[src/rtl/decoder_pipe.sv]
// Pipelined address-to-one-hot decoder behind a small FIFO with valid/ready on both sides.
// Outputs are decoded from the registered head entry only, so neither side sees a combinational path.
module decoder_pipe #(
  parameter int ADDR_W    = 5,
  parameter int N_OUT     = 32,
  parameter int DEPTH     = 2,
  parameter bit ZERO_MASK = 1'b1
) (
  input  logic              clk,
  input  logic              rst_n,
  input  logic              in_valid,
  output logic              in_ready,
  input  logic [ADDR_W-1:0] in_addr,
  input  logic              in_en,
  output logic              out_valid,
  input  logic              out_ready,
  output logic [N_OUT-1:0]  out_onehot,
  output logic [ADDR_W-1:0] out_addr,
  output logic              out_hit,
  output logic              out_err
);

  localparam int PTR_W = $clog2(DEPTH);
  localparam int CNT_W = PTR_W + 1;
  localparam logic [CNT_W-1:0] DEPTH_C = CNT_W'(DEPTH);
  localparam logic [31:0]      N_OUT_C = 32'(N_OUT);

  logic [ADDR_W-1:0] addr_mem_q [DEPTH];
  logic [ADDR_W-1:0] addr_mem_d [DEPTH];
  logic [DEPTH-1:0]  en_mem_q, en_mem_d;
  logic [PTR_W-1:0]  wr_ptr_q, wr_ptr_d;
  logic [PTR_W-1:0]  rd_ptr_q, rd_ptr_d;
  logic [CNT_W-1:0]  count_q, count_d;

  logic              push, pop;
  logic [ADDR_W-1:0] head_addr;
  logic              head_en;
  logic [31:0]       head_addr_ext;
  logic              addr_oor;
  logic              zero_hit;

  // No pass-through when full: a pop in the same cycle does not open a slot.
  assign in_ready  = (count_q < DEPTH_C);
  assign out_valid = (count_q != '0);
  assign push      = in_valid && in_ready;
  assign pop       = out_valid && out_ready;

  always_comb begin
    addr_mem_d = addr_mem_q;
    en_mem_d   = en_mem_q;
    wr_ptr_d   = wr_ptr_q;
    rd_ptr_d   = rd_ptr_q;
    count_d    = count_q;
    if (push) begin
      addr_mem_d[wr_ptr_q] = in_addr;
      en_mem_d[wr_ptr_q]   = in_en;
      wr_ptr_d             = wr_ptr_q + PTR_W'(1);
    end
    if (pop) begin
      rd_ptr_d = rd_ptr_q + PTR_W'(1);
    end
    case ({push, pop})
      2'b10:   count_d = count_q + CNT_W'(1);
      2'b01:   count_d = count_q - CNT_W'(1);
      default: count_d = count_q;
    endcase
  end

  always_ff @(posedge clk or negedge rst_n) begin
    if (!rst_n) begin
      for (int i = 0; i < DEPTH; i++) begin
        addr_mem_q[i] <= '0;
      end
      en_mem_q <= '0;
      wr_ptr_q <= '0;
      rd_ptr_q <= '0;
      count_q  <= '0;
    end else begin
      addr_mem_q <= addr_mem_d;
      en_mem_q   <= en_mem_d;
      wr_ptr_q   <= wr_ptr_d;
      rd_ptr_q   <= rd_ptr_d;
      count_q    <= count_d;
    end
  end

  assign head_addr     = addr_mem_q[rd_ptr_q];
  assign head_en       = en_mem_q[rd_ptr_q];
  assign head_addr_ext = {{(32-ADDR_W){1'b0}}, head_addr};
  assign addr_oor      = (head_addr_ext >= N_OUT_C);
  assign zero_hit      = ZERO_MASK && (head_addr == '0);

  // Every term is gated by out_valid so stale memory never leaks onto the outputs.
  always_comb begin
    out_onehot = '0;
    for (int i = 0; i < N_OUT; i++) begin
      out_onehot[i] = out_valid && head_en && !addr_oor && !zero_hit
                      && (head_addr_ext == 32'(i));
    end
  end

  assign out_err  = out_valid && addr_oor;
  assign out_hit  = |out_onehot;
  assign out_addr = out_valid ? head_addr : '0;

endmodule
[config.mk]
export PLATFORM = sky130hd
export DESIGN_NAME = decoder_pipe
export DESIGN_NICKNAME = d
export VERILOG_FILES = /design/src/rtl/decoder_pipe.sv
export SDC_FILE = /design/constraint.sdc
export NUM_CORES = 1
export LEC_CHECK = 0
export ABC_AREA = 1
export BUFFER_PORTS_ARGS = -buffer_cell sky130_fd_sc_hd__buf_2
export CORE_MARGIN = 1
export CORE_UTILIZATION = 48
export CTS_BUF_LIST = sky130_fd_sc_hd__clkbuf_4
export DETAILED_ROUTE_END_ITERATION = 16
export GPL_ROUTABILITY_DRIVEN = 0
export GPL_TIMING_DRIVEN = 0
export PLACE_DENSITY = 0.82
export REMOVE_ABC_BUFFERS = 1
export SYNTH_ARGS = -nofsm -noshare
export SYNTH_HDL_FRONTEND = slang
export SYNTH_SLANG_ARGS = --single-unit
[constraint.sdc]
create_clock -name clk -period 2 [get_ports clk]
set_clock_uncertainty 0.05 [all_clocks]
set_input_delay 0.1 -clock clk [delete_from_list [all_inputs] [get_ports clk]]
set_output_delay 0.1 -clock clk [all_outputs]
set_load 0.02 [all_outputs]
==> impl_metrics.env <==
export IMPL_post_drt_wl_per_cell_um=10.0
export IMPL_path_cells="inv_4 -> nand2_1 -> nand2_2 -> inv_1 -> nor2_2 -> nand2_1 -> nor2_1 -> buf_2"
export IMPL_ctsRootBufferMaster="clkbuf_4"
export IMPL_yosys_warnings=0
export IMPL_crit_family="simple AND/OR/NAND/NOR gates"
export IMPL_die_area_mm2=0.00244
export IMPL_final_cell_mix="buf_2 (48), nand2_1 (43), nor2_1 (37)"
export IMPL_synth_cell_types=23
export IMPL_cts_tree="yes"
export IMPL_synthFlopType="dfrtp_1"
export IMPL_vias=1128
export IMPL_drt_pre_antenna_iters=4
export IMPL_clockBufferDepth=2
export IMPL_pwr_share_seq_pct=26.5
export IMPL_crit_path_top_delay_cell="dfrtp_2"
export IMPL_clk_latency_ns=0.28
export IMPL_synthCells=162
export IMPL_drc=0
export IMPL_end_kind="output pin"
export IMPL_clkPwrFrac_pct=7.4
export IMPL_slew_violations=0
export IMPL_ant_nets=0
export IMPL_total_leakage_power_nw=0.776
export IMPL_start_util_pct=52.8
export IMPL_path_class="register to output pin"
export IMPL_p_sw_share_pct=55.5
export IMPL_numPortBuffers=48
export IMPL_fillers=195
export IMPL_chipWidth_um=49.4
export IMPL_placedCellCount=233
export IMPL_intPower_uw=992
export IMPL_fin_nets=223
export IMPL_path_clk_slew_ns=0.09
export IMPL_core_area_mm2=0.00204
export IMPL_startpoint_type="register"
export IMPL_ios=51
export IMPL_cts_max_level=1
export IMPL_grt_first_pass_wirelength_mm=3.99
export IMPL_yosysSeqAreaShare_pct=37.1
export IMPL_groute_usage_overall_pct=20.9
export IMPL_timing_final_crit_period_ns=1.87
export IMPL_drtIter0Drc=21
export IMPL_path_common_cell="nand2_1"
export IMPL_cp_depth=8
export IMPL_switching_power_mw=1.24
export IMPL_critPathMaxStageDelay_ns=0.48
export IMPL_hold_path_class="input pin to register"
export IMPL_hpwl_mm=1.90
export IMPL_fin_crit_sh_pct=93.7
export IMPL_rows=16
export IMPL_synth_avg_cell_area_um2=6.66
export IMPL_grt_max_degree=17
export IMPL_ff2ff_path_depth=8
export IMPL_grt_pass1_vias=974
export IMPL_cts_sinks=16
export IMPL_num_antenna_cells=0
export IMPL_required_ns=1.85
export IMPL_via_per_inst=4.74
export IMPL_synth_edf_count=0
export IMPL_hold_path_depth=3
export IMPL_drv_cap=0
export IMPL_die_y_um=49.4
export IMPL_antenna_found_initial=0
export IMPL_drive_gt1_share_pct=36.0
export IMPL_fmax_ghz=0.534
export IMPL_cts_made_buffers=3
export IMPL_area_growth_pct=26.5
export IMPL_crit_buf_inv=3
export IMPL_yosysTopAreaCell="dfrtp_1"
export IMPL_synth_seq_cells=16
export IMPL_mostFrequentLayoutCell="buf_2"
export IMPL_p_comb_share_pct=66.1
export IMPL_finalHoldViolCount=0
export IMPL_p_per_area_mw_per_mm2=1630
export IMPL_fin_util_pct=66.8
export IMPL_ir_drop_uv=953
export IMPL_setup_viol=0
export IMPL_async_flop_share_pct=100
export IMPL_syn_cell_area_mm2=0.00108
export IMPL_wirelength_mm=2.39
export IMPL_grt_ovfl_total=0
export IMPL_cp_max_fo=7
export IMPL_arrival_ns=1.72
export IMPL_run_status="completed"
export IMPL_synth_area_leaders="dfrtp_1 (37%), nand2_1 (15%), nor2_1 (13%), o21ai_0 (5.6%), inv_1 (5.2%)"
export IMPL_yosys_area_top_type_share_pct=37.1
export IMPL_final_cells=238
[worst paths after layout]
check	slack [ns]	to	startpoint
worst max-delay path	0.13	out_onehot[15]	rd_ptr_q$_DFFE_PN0P_
worst min-delay path	0.03	en_mem_q[0]$_DFFE_PN0P_	in_en
worst max register to register	0.17	count_q[1]$_DFFE_PN0P_	count_q[0]$_DFFE_PN0P_
worst min register to register	0.44	addr_mem_q[3]$_DFFE_PN0P_	addr_mem_q[3]$_DFFE_PN0P_
max in group asynchronous	1.44	rd_ptr_q$_DFFE_PN0P_	rst_n
min in group asynchronous	0.19	addr_mem_q[0]$_DFFE_PN0P_	rst_n
[layer usage]
layer | vias to the layer above | track usage, % | wire length, µm
li1 | 579 | - | -
met1 | 495 | 24.4 | 1050
met2 | 47 | 39.0 | 1160
met3 | 7 | 1.25 | 133
met4 | 0 | 8.57 | 48
met5 | - | 0 | 0
[flip-flops by register name, summed over array words and instances (netlist names)]
name	count
wr_ptr_q	1
count_q	2
rd_ptr_q	1
en_mem_q	2
addr_mem_q	10
[cell type report]
cell class	count	area (µm²)	share of cell area [%]
multi-input combinational	122	574	42.1
sequential	16	402	29.4
timing repair buffer	49	250	18.3
inverter	20	77.6	5.69
tap	27	33.8	2.48
clock buffer	3	22.5	1.65
clock inverter	1	3.75	0.275
[cells in the mapped netlist, types with 2 or more instances]
master and instances:
nand2_1 43, nor2_1 38, dfrtp_1 16, inv_1 15, o21ai_0 12, nor2_2 8
inv_2 5, nand2_2 5, buf_4 2, nand2_4 2, nand3_1 2, nor2_4 2
xor2_1 2
[worst register-to-register path, cell delays in order, from the launching register on]
cell and delay (ns):
dfrtp_1 0.43, nor2_2 0.31, inv_1 0.09, nand2_1 0.11, inv_1 0.05, ha_1 0.30
a21oi_1 0.12, o21ai_0 0.11, xor2_1 0.15
[power groups by stage]
stage                     clock, mW  combinational, mW  sequential [mW]
final                         0.166               1.47            0.591
after global routing          0.193               1.63            0.616
after CTS                     0.173               1.47            0.583
after detailed placement          0               1.46            0.589
after global placement            0               1.43            0.582
after floorplan                   0               1.13            0.566
[per-stage QoR]
step / power [mW] / setup TNS [ns] / hold slack, ns / cell area [µm²] / worst slack [ns]
detailed placement: 2.05 / 0 / -0.0284 / 1320 / 0.190
finish: 2.23 / 0 / 0.0256 / 1360 / 0.127
floorplan: 1.70 / 0 / -0.246 / 1050 / 0.268
CTS: 2.23 / 0 / 0.0207 / 1360 / 0.0420
global placement: 2.01 / 0 / -0.0337 / 1320 / 0.232
global route: 2.44 / -0.00418 / 0.0341 / 1360 / -0.00418
[logic make-up after synthesis]
kind of cell	share of synthesized area, %
XOR/XNOR	2.44
AND/OR/NAND/NOR	41.4
adder cells (fa/ha/maj)	1.16
AO/OA/AOI/OAI	7.31
buffers and inverters	10.2
other	0.348
flip-flops	37.1
[what timing repair did]
item,in CTS,in global routing
hold buffers,1,0
setup buffers,0,0
resized for setup,0,3
setup endpoints to repair,0,25
endpoints found under the hold margin,16,0
(Power assumes the default switching activity.)
